## src/rtl/tcm_port_arbiter.sv

```systemverilog
// Shares one single-ported TCM between instruction fetch and load/store.
// LSU has priority; a starvation counter eventually forces a fetch through.
module tcm_port_arbiter #(
  parameter int ADDR_WIDTH   = 23,
  parameter int STARVE_LIMIT = 4
) (
  input  logic                  clk_i,
  input  logic                  rst_n_i,
  input  logic                  ifu_req_i,
  input  logic [ADDR_WIDTH-1:0] ifu_addr_i,
  input  logic                  ifu_flush_i,
  output logic                  ifu_gnt_o,
  output logic                  ifu_rvalid_o,
  output logic [31:0]           ifu_rdata_o,
  input  logic                  lsu_req_i,
  input  logic                  lsu_we_i,
  input  logic [3:0]            lsu_be_i,
  input  logic [ADDR_WIDTH-1:0] lsu_addr_i,
  input  logic [31:0]           lsu_wdata_i,
  output logic                  lsu_gnt_o,
  output logic                  lsu_rvalid_o,
  output logic [31:0]           lsu_rdata_o,
  output logic [ADDR_WIDTH-1:0] ram_addr_o,
  output logic [31:0]           ram_data_o,
  output logic [3:0]            ram_wr_o,
  input  logic [31:0]           ram_data_i
);

  // A zero limit still needs a legal one-bit counter; it simply never moves.
  localparam int CNT_W = (STARVE_LIMIT > 0) ? $clog2(STARVE_LIMIT + 1) : 1;
  localparam logic [CNT_W-1:0] CNT_MAX = CNT_W'(STARVE_LIMIT);

  logic [CNT_W-1:0] starve_cnt_q, starve_cnt_d;
  logic             ifu_pend_q, ifu_pend_d;
  logic             lsu_pend_q, lsu_pend_d;
  logic             force_ifu, lsu_gnt, ifu_gnt;

  // NOTE: every signal gets a default before any branch, so no latch is inferred.
  always_comb begin
    force_ifu    = (STARVE_LIMIT != 0) && (starve_cnt_q == CNT_MAX) && ifu_req_i && !ifu_flush_i;
    // Grants are gated by reset so the RAM is never written while held in reset.
    lsu_gnt      = rst_n_i && lsu_req_i && !force_ifu;
    ifu_gnt      = rst_n_i && ifu_req_i && !ifu_flush_i && !lsu_gnt;

    starve_cnt_d = starve_cnt_q;
    if (!ifu_req_i || ifu_flush_i || ifu_gnt) begin
      starve_cnt_d = '0;
    end else if (lsu_gnt && (starve_cnt_q != CNT_MAX)) begin
      starve_cnt_d = starve_cnt_q + CNT_W'(1);
    end

    ifu_pend_d   = ifu_gnt;
    lsu_pend_d   = lsu_gnt;
  end

  // NOTE: state registers use non-blocking assignments so all flops update together.
  always_ff @(posedge clk_i or negedge rst_n_i) begin
    if (!rst_n_i) begin
      starve_cnt_q <= '0;
      ifu_pend_q   <= 1'b0;
      lsu_pend_q   <= 1'b0;
    end else begin
      starve_cnt_q <= starve_cnt_d;
      ifu_pend_q   <= ifu_pend_d;
      lsu_pend_q   <= lsu_pend_d;
    end
  end

  assign ifu_gnt_o    = ifu_gnt;
  assign lsu_gnt_o    = lsu_gnt;

  assign ram_addr_o   = lsu_gnt ? lsu_addr_i : ifu_addr_i;
  assign ram_data_o   = lsu_wdata_i;
  assign ram_wr_o     = (lsu_gnt && lsu_we_i) ? lsu_be_i : 4'b0000;

  // A flush arriving with the response squashes the stale fetch.
  assign ifu_rvalid_o = ifu_pend_q && !ifu_flush_i;
  assign lsu_rvalid_o = lsu_pend_q;
  assign ifu_rdata_o  = ram_data_i;
  assign lsu_rdata_o  = ram_data_i;

endmodule

```

## config.mk

```make
export PLATFORM = sky130hd
export DESIGN_NAME = tcm_port_arbiter
export DESIGN_NICKNAME = d
export VERILOG_FILES = /design/src/rtl/tcm_port_arbiter.sv
export SDC_FILE = /design/constraint.sdc
export NUM_CORES = 1
export LEC_CHECK = 0
export BUFFER_PORTS_ARGS = -buffer_cell sky130_fd_sc_hd__buf_2
export CORE_AREA = 2 2 95 97
export CTS_CLUSTER_DIAMETER = 80
export DETAILED_ROUTE_END_ITERATION = 6
export DIE_AREA = 0 0 97 99
export PLACE_DENSITY_LB_ADDON = 0.12
export SLEW_MARGIN = 5
export SYNTH_ARGS = -nofsm -noshare
export SYNTH_HDL_FRONTEND = slang
export SYNTH_SLANG_ARGS = --single-unit
```

## constraint.sdc

```tcl
create_clock -name clk_i -period 2.45 [get_ports clk_i]
set_input_delay 0.3675 -clock clk_i [delete_from_list [all_inputs] [get_ports clk_i]]
set_output_delay 0.3675 -clock clk_i [all_outputs]
set_load 0.01 [all_outputs]
```

==> out/qor.yml, run 1 <==
run_status:
  status: "complete, no violations"
sta:
  slew_headroom_pct: 82.1
  fmax_ghz: 0.444
  post-route-period-util_pct: 91.9
  hold_violations: 0
  whs_ns: 0.107
  rsz0062_at_grt: "no"
  drv_slew: 0
  tns_ns: 0
  fin_crit_ns: 2.25
  finalClockSkew_ns: 0.000579
  finalSetupViolations: 0
  worst_pin_slew_ns: 0.267
clock_tree:
  cts_root_buf: "clkbuf_8"
  cts_resized: 0
  cts.path.max_buffers: 2
  path_clk_slew_ns: 0.04
  cts_setup_buffers: 0
  hold_buffers: 0
  clock_latency_ns: 0.22
  htree_levels: 1
  tritoncts: "done"
  clock_sinks: 5
  cts_made_buffers: 3
yosys:
  ys_ff_latch: 5
  synth_cell_types: 20
  synthSimpleGateAreaFrac_pct: 7.09
  synth_nets: 274
  synthMuxAreaShare_pct: 19.8
  netlist_area_um2: 1310
  synthAdderAreaFrac_pct: 1.92
  synth_top_family_by_area: "buffers and inverters"
  syn_area_per_cell_um2: 8.59
  synth_compound_area_share_pct: 3.45
  yosys_warnings: 0
  synth_xor_area_share_pct: 0
  synth_cells: 152
  yosysSeqAreaShare_pct: 9.59
layout:
  regArea_um2: 125
  drive_above_1_share_pct: 79.6
  final_common_cell: "buf_2"
  nets: 270
  utilization_pct: 14.0
  multiInputGateArea_um2: 422
  fin_cells: 255
  diodes: 0
  stdcell_area_um2: 1190
  syn_to_final_growth_pct: -8.44
  final_cell_mix: "buf_2, mux2_2, dfrtp_1"
  nFillCells: 990
worst_hold_path:
  min_path_type: "in2async"
floorplan:
  die_area_um2: 9600
  die_w_um: 97
  rows: 34
  chipHeight_um: 99
  io_pins: 247
  initial_utilization_pct: 15.3
  core_area_um2: 8550
global_routing:
  grt_max_degree: 14
  grt_overflow_total: 0
  grt_pass1_vias: 907
  grt_pass1_wl_mm: 4.78
  track_usage_pct: 6.38
  antenna_found_initial: 0
power:
  power.leakage_nw: 0.633
  vdd_drop_max_mv: 0.0803
  power_density_nw_per_um2: 331
routing:
  antenna_left: 0
  num_vias: 859
  drt_pre_antenna_iters: 3
  drcViolationCount: 0
  totalWireLength_mm: 3.33
  post_drt_wl_per_cell_um: 13.1
  via_per_inst: 3.37
  first_iter_violations: 5
critical_path:
  cp.required_ns: 2.08
  criticalPathCategory: "reg2out"
  cp-start-kind: "flop"
  r2r_setup_slack_ns: 1.03
  arrival_ns: 1.88
  cp_max_fo: 13
  end_kind: "primary output"
placement:
  place_inst: 251
  dp_hpwl_mm: 2.90
  port_buffers: 86
  globalplace.congestion: 0.601
  place_area_um2: 1150
flow_run:
  maxCapViolCount: 0
## Yosys cell counts (all sizes together)
cell type | instances | area share [%]
buf | 98 | 57
mux2 | 23 | 20
dfrtp | 5 | 9.6
and3 | 4 | 1.9
inv | 4 | 1.2
nand2 | 4 | 1.3
a21oi | 2 | 0.77
ha | 2 | 1.9
nand4 | 2 | 0.96
a211oi | 1 | 0.58
a31oi | 1 | 0.48
nand2b | 1 | 1.1
nand3 | 1 | 0.38
nand4b | 1 | 0.67
nor2 | 1 | 0.29
nor2b | 1 | 0.48
o211ai | 1 | 1.6
## power by group
group / switching [mW] / internal [mW] / total (mW)
Combinational: 0.0679 / 0.0870 / 0.155
Sequential: 0.000679 / 0.0849 / 0.0856
Clock: 0.0430 / 0.112 / 0.155
## layer usage
| metal | global-route usage, % | vias up | part of all wire (%) |
|---|---|---|---|
| met5 | 0 | - | 0 |
| met3 | 2.13 | 38 | 14 |
| met4 | 6.39 | 0 | 7.4 |
| met2 | 10.5 | 78 | 48 |
| li1 | - | 389 | - |
| met1 | 6.19 | 354 | 31 |
## state kept, by name, summed over array words and instances, names as in the netlist
signal / flops
lsu_rvalid_o: 1
ifu_pend_q: 1
starve_cnt_q: 3
## per-stage QoR
stage | setup WS, ns | power [mW]
after global placement | 0.426 | 0.248
after global routing | 0.0604 | 0.421
after floorplan | 0.614 | 0.320
after CTS | 0.166 | 0.408
after detailed placement | 0.413 | 0.246
final | 0.199 | 0.395
## final cells by class
class | count | area share, %
clock buffer | 4 | 3.77
sequential | 5 | 10.5
multi-input combinational | 45 | 35.3
tap | 108 | 11.3
timing repair buffer | 89 | 37.9
inverter | 4 | 1.26
## cell families (layout without fill, tap and decap cells)
group	after synthesis	in the layout
compound gates	5	5
fa+ha+maj	2	2
buf+inv	102	97
flops	5	5
mux	23	23
simple gates	15	15
## worst max-delay path, cell delays in order (launching register included)
cell      delay, ns
dfrtp_1        0.39
inv_1          0.08
ha_1           0.18
nand2_2        0.10
o211ai_4       0.17
buf_4          0.24
mux2_2         0.35
buf_2          0.14
## worst paths after layout
| check | startpoint | end | depth (start not counted) |
|---|---|---|---|
| max in group asynchronous | rst_n_i | ifu_pend_q$_DFF_PN0_ | 2 |
| worst min-delay path | rst_n_i | lsu_rvalid_o$_DFF_PN0_ | 2 |
| worst max-delay path | starve_cnt_q[0]$_DFFE_PN0P_ | ram_addr_o[12] | 7 |
| worst min register to register | starve_cnt_q[0]$_DFFE_PN0P_ | starve_cnt_q[0]$_DFFE_PN0P_ | 2 |
| worst max register to register | starve_cnt_q[0]$_DFFE_PN0P_ | lsu_rvalid_o$_DFF_PN0_ | 6 |
| min in group clk_i | ifu_req_i | starve_cnt_q[0]$_DFFE_PN0P_ | 3 |
Note: power is estimated with default switching activity, not from simulation.
==> run 2: changes to the inputs <==
- CORE_AREA: 2 2 95 97 -> 4 4 93 95
- clock period: 2.45 -> 2.2 ns (I/O delays scaled with it)
==> run 2 against run 1 <==
  * The run now ends with setup timing left
  * Non-clock buffer count grew 5
  * Final cell count shrank 0.39%
  * Clock-buffer cell count is the same
  * Via count grew 10%
  * Cell area grew 27%
  * Routed wire length grew 49%
  * Critical endpoint is now ram_addr_o[11]
==> out/qor.yml, run 2 (synthesis gave the netlist of run 1 again) <==
run_status:
  status: "finished with violations"
  violations: "setup timing"
clock_tree:
  path_clk_slew_ns: 0.04  # about the same
  cts_made_buffers: 3  # unchanged
  clock_sinks: 5  # unchanged
  clock_latency_ns: 0.23  # about the same
  cts_root_buf: "clkbuf_8"
  htree_levels: 1  # unchanged
  cts.path.max_buffers: 2  # unchanged
  tritoncts: "done"
power:
  power.leakage_nw: 0.834  # +32%
  power_density_nw_per_um2: 352  # +6.5%
  vdd_drop_max_mv: 0.0970  # +21%
floorplan:
  core_area_um2: 7730  # -9.6%
  die_area_um2: 9600  # unchanged
  io_pins: 247  # unchanged
  die_w_um: 97  # unchanged
  initial_utilization_pct: 16.9  # +1.6 points
  chipHeight_um: 99  # unchanged
  rows: 32  # -5.9%
sta:
  rsz0062_at_grt: "yes"
  finalClockSkew_ns: 0.00358  # +0.00300 ns
  finalSetupViolations: 14  # +14
  fin_crit_ns: 2.22
  worst_pin_slew_ns: 0.332  # +0.0656 ns
  setup_ws_ns: -0.0218  # -0.221 ns
  post-route-period-util_pct: 101
  slew_headroom_pct: 77.7  # -4.4 points
  fmax_ghz: 0.450
  hold_violations: 0  # unchanged
  drv_slew: 0  # unchanged
layout:
  syn_to_final_growth_pct: 16.4
  utilization_pct: 19.7  # +5.7 points
  final_common_cell: "buf_2"
  diodes: 0  # unchanged
  nets: 275  # +1.9%
  final_cell_mix: "buf_2, buf_6, mux2_4"
  largest_reg_flops: 3  # unchanged
  nFillCells: 873  # -12%
  fin_cells: 254  # -0.39%
  multiInputGateArea_um2: 518  # +23%
  drive_above_1_share_pct: 82.2  # +2.6 points
  top_register: "starve_cnt_q"
  regArea_um2: 125  # unchanged
routing:
  totalWireLength_mm: 4.97  # +49%
  first_iter_violations: 13  # +8
  post_drt_wl_per_cell_um: 19.6  # +50%
  via_per_inst: 3.74  # +11%
  antenna_left: 0  # unchanged
  num_vias: 949  # +10%
  drt_pre_antenna_iters: 4  # +1
  drcViolationCount: 0  # unchanged
critical_path:
  path_buf_inv: 3  # unchanged
  cp_cell_sequence: "inv_2 > ha_4 > nand2_4 > o211ai_4 > clkbuf_16 > mux2_4 > buf_6"
  critPathSlowestCell: "dfrtp_1"
  arrival_ns: 1.89  # about the same
  cp-start-kind: "flop"
  cp.required_ns: 1.87  # -0.21 ns
  end_kind: "primary output"
  cp_max_fo: 6  # -7
  cpPeakStageDelay_ns: 0.39  # about the same
  cp_top_family: "buffers and inverters"
  criticalPathCategory: "reg2out"
global_routing:
  antenna_found_initial: 0  # unchanged
  grt_pass1_wl_mm: 6.34  # +33%
  track_usage_pct: 8.60  # +2.2 points
  grt_overflow_total: 0  # unchanged
  grt_max_degree: 25  # +11
  grt_pass1_vias: 991  # +9.3%
flow_run:
  maxCapViolCount: 0  # unchanged
placement:
  place_inst: 243  # -3.2%
  dp_hpwl_mm: 4.02  # +39%
  port_buffers: 86  # unchanged
  globalplace.congestion: 0.676  # +13%
worst_hold_path:
  min_path_type: "in2reg"
==> run 2: layout make-up <==
cell class	count	share of cell area, %
inverters	4	0.988
flip-flops and latches	5	8.24
well taps	102	8.40
clock buffers	4	2.97
repair buffers	94	45.3
multi-input cells	45	34.1
==> run 2: per-layer routing <==
layer  GRT usage, %  vias up  wire length (um)
met1           7.10      417              1460
met3           5.45       19               679
met2           16.5      115              2720
li1               -      398                 -
met5              0        -                 0
met4           2.92        0               106
==> run 2: worst register-to-register path: stages, from the launching register on <==
cell      delay, ns
dfrtp_1        0.39
inv_2          0.08
ha_4           0.15
nand2_4        0.05
o211ai_4       0.33
buf_6          0.20
inv_1          0.10
==> run 2: final timing paths <==
path                                                to  cells after the start  slack, ns                         from
setup / recovery                        ram_addr_o[11]                      7      -0.02  starve_cnt_q[1]$_DFFE_PN0P_
hold / removal                    ifu_pend_q$_DFF_PN0_                      2       0.42                    lsu_req_i
setup reg to reg                lsu_rvalid_o$_DFF_PN0_                      6       0.78  starve_cnt_q[1]$_DFFE_PN0P_
hold reg to reg            starve_cnt_q[0]$_DFFE_PN0P_                      2       0.55  starve_cnt_q[0]$_DFFE_PN0P_
max in group asynchronous  starve_cnt_q[0]$_DFFE_PN0P_                      2       1.37                      rst_n_i
min in group asynchronous         ifu_pend_q$_DFF_PN0_                      2       0.62                      rst_n_i
==> run 2: report_power, final <==
group	leakage, nW	switching, mW	internal (mW)	total [mW]
Clock	0.0228	0.0483	0.125	0.173
Combinational	0.743	0.101	0.166	0.267
Sequential	0.0683	0.000788	0.0945	0.0953
Total	0.834	0.150	0.385	0.535
==> run 2: repair_timing <==
action	CTS	global route
setup buffers	0	3
gates cloned	0	3
pin swaps	0	2
endpoints found under the hold margin	5	0
hold buffers	1	0
resized for setup	1	50
endpoints found under the setup margin	3	27
==> run 2: stage by stage <==
| stage | setup TNS [ns] | hold WS [ns] | area [um2] | total power, mW | setup WS [ns] |
|---|---|---|---|---|---|
| 2_1_floorplan | 0 | 0.0344 | 1310 | 0.356 | 0.402 |
| 3_3_place_gp | 0 | 0.209 | 1140 | 0.282 | 0.212 |
| 3_5_place_dp | 0 | 0.198 | 1140 | 0.279 | 0.223 |
| 4_1_cts | -0.0437 | 0.415 | 1200 | 0.456 | -0.0166 |
| 5_1_grt | -2.20 | 0.423 | 1520 | 0.568 | -0.107 |
| 6_report | -0.149 | 0.418 | 1520 | 0.535 | -0.0218 |
==> run 3: changes to the inputs <==
- CORE_AREA: 4 4 93 95 -> 4 4 94 96
- DIE_AREA: 0 0 97 99 -> 0 0 98 100
- REMOVE_ABC_BUFFERS: default -> 1
- clock period: 2.2 -> 1.93 ns (I/O delays scaled with it)
==> run 3 against run 2 <==
  * Non-clock buffer count grew 3
  * Sequential share of layout area shrank 0.29 points
  * Combinational power grew 17%
  * Worst hold slack lost 0.36 ns
  * Flip-flop and latch count is the same
  * Highest routed layer unchanged
  * Die area grew 2.1%
  * Register-to-register slack lost 0.21 ns
  * First-iteration DRC count grew 140%
  * Final cell count grew 2.4%
  * Routed wire length grew 110%
  * Core utilization shrank 0.11 points
  * Global-route usage grew 11 points
  * The run still ends with setup timing left
==> out/qor.yml, run 3 (synthesis gave the netlist of run 1 again) <==
layout:
  nFillCells: 911  # +4.4%
  fin_cells: 260  # +2.4%
  nets: 278  # +1.1%
  utilization_pct: 19.5  # -0.11 points
  diodes: 0  # unchanged
  largest_reg_flops: 3  # unchanged
  drive_above_1_share_pct: 83.2  # +0.99 points
  syn_to_final_growth_pct: 20.6
  final_cell_mix: "buf_2, mux2_4, buf_6"
  final_common_cell: "buf_2"
  top_register: "starve_cnt_q"
flow_run:
  maxCapViolCount: 0  # unchanged
critical_path:
  cp-start-kind: "flop"
  reg2reg_depth: 6  # unchanged
  r2r_start: "starve_cnt_q[1]$_DFFE_PN0P_"
  cp.required_ns: 1.64  # -0.23 ns
  cp_max_fo: 5  # -1
  path_buf_inv: 4  # +1
  cp_cell_sequence: "inv_2 > ha_4 > nand2_4 > o211ai_4 > buf_12 > clkbuf_16 > mux2_4 > buf_6"
  cpPeakStageDelay_ns: 0.38  # about the same
  end_kind: "primary output"
  cp_top_family: "buffers and inverters"
  arrival_ns: 1.81  # -0.08 ns
  criticalPathCategory: "reg2out"
  critPathSlowestCell: "dfrtp_1"
  r2r_setup_slack_ns: 0.57  # -0.21 ns
  r2r_end: "ifu_pend_q$_DFF_PN0_"
sta:
  drv_slew: 0  # unchanged
  post-route-period-util_pct: 109
  finalClockSkew_ns: 0.000938  # -0.00264 ns
  hold_violations: 0  # unchanged
  fmax_ghz: 0.475
  whs_ns: 0.0572  # -0.361 ns
  fin_crit_ns: 2.10
  rsz0062_at_grt: "yes"
  setup_ws_ns: -0.174  # -0.152 ns
  worst_pin_slew_ns: 0.307  # -0.0255 ns
  slew_headroom_pct: 79.4  # +1.7 points
  finalSetupViolations: 28  # +14
clock_tree:
  hold_buffers: 0  # -1
  clock_sinks: 5  # unchanged
  tritoncts: "done"
  htree_levels: 1  # unchanged
  cts_made_buffers: 3  # unchanged
  cts.path.max_buffers: 2  # unchanged
  path_clk_slew_ns: 0.04  # about the same
  cts_root_buf: "clkbuf_8"
  clock_latency_ns: 0.22  # about the same
routing:
  post_drt_wl_per_cell_um: 39.4  # +100%
  drt_pre_antenna_iters: 4  # unchanged
  drcViolationCount: 0  # unchanged
  first_iter_violations: 31  # +18
  via_per_inst: 4.05  # +8.3%
  totalWireLength_mm: 10.2  # +110%
  num_vias: 1052  # +11%
  antenna_left: 0  # unchanged
floorplan:
  io_pins: 247  # unchanged
  initial_utilization_pct: 16.2  # -0.68 points
  die_w_um: 98  # +1.0%
  chipHeight_um: 100  # +1.0%
  core_area_um2: 8050  # +4.2%
  rows: 33  # +3.1%
  die_area_um2: 9800  # +2.1%
power:
  power.leakage_nw: 0.868  # +4.2%
  power_density_nw_per_um2: 393  # +12%
  vdd_drop_max_mv: 0.0968  # -0.13%
placement:
  port_buffers: 86  # unchanged
  post-place-ws_ns: 0.0182  # -0.205 ns
  place_inst: 250  # +2.9%
  dp_hpwl_mm: 9.40  # +130%
  globalplace.congestion: 0.882  # +30%
global_routing:
  track_usage_pct: 19.1  # +11 points
  antenna_found_initial: 0  # unchanged
  grt_pass1_wl_mm: 12.2  # +92%
  grt_max_degree: 19  # -24%
  grt_pass1_vias: 1124  # +13%
  grt_overflow_total: 0  # unchanged
run_status:
  status: "finished with violations"
  violations: "setup timing"
worst_hold_path:
  min_path_type: "in2async"
[run 3: changes by cell type in the layout (fill, tap and decap cells not counted), sizes merged]
cell | before | now
buf | 91 | 95
dlygate4sd3 | 1 | 0
[run 3: per-stage QoR]
stage               power, mW  area [um2]  TNS (ns)
detailed placement      0.320        1170         0
CTS                     0.553        1320     -4.42
global placement        0.322        1170         0
finish                  0.619        1570     -4.22
floorplan               0.196         562    -0.221
global route            0.664        1570     -6.27
[run 3: final cells by class]
type	count	area (um2)	share of cell area (%)
Clock buffer	4	45.0	2.86
Inverter	4	15.0	0.954
Multi-Input combinational cell	45	526	33.4
Sequential cell	5	125	7.95
Tap cell	105	131	8.35
Timing Repair Buffer	97	732	46.5
[run 3: repair_timing]
| action | 4_1_cts | 5_1_grt |
|---|---|---|
| cloned | 0 | 3 |
| buffers inserted | 2 | 1 |
| pin swaps | 0 | 2 |
| gates resized for setup | 18 | 40 |
| endpoints found under the setup margin | 27 | 29 |
[run 3: layer usage]
layer	up-vias	global-route usage, %	wire, um
met5	-	0	0
met4	0	8.41	478
met3	21	22.7	2670
met2	189	34.9	5190
met1	439	10.2	1910
li1	403	-	-
[run 3: how the worst max path moves through the flow]
stage / start / end / slack (ns) / cells past startpoint
4_1_cts: starve_cnt_q[1]$_DFFE_PN0P_ / ram_addr_o[21] / -0.20 / 7
6_report: starve_cnt_q[1]$_DFFE_PN0P_ / ram_addr_o[1] / -0.17 / 8
2_1_floorplan: starve_cnt_q[0]$_DFFE_PN0P_ / ram_wr_o[0] / -0.06 / 6
3_5_place_dp: starve_cnt_q[0]$_DFFE_PN0P_ / ram_addr_o[21] / 0.02 / 7
3_3_place_gp: starve_cnt_q[0]$_DFFE_PN0P_ / ram_addr_o[3] / 0.02 / 7
5_1_grt: starve_cnt_q[1]$_DFFE_PN0P_ / ram_addr_o[22] / -0.24 / 8
[run 3: power by group]
part	leakage, nW	switching, mW	internal (mW)
Sequential	0.0683	0.000851	0.108
Clock	0.0228	0.0557	0.142
Combinational	0.777	0.115	0.198
Total	0.868	0.171	0.448
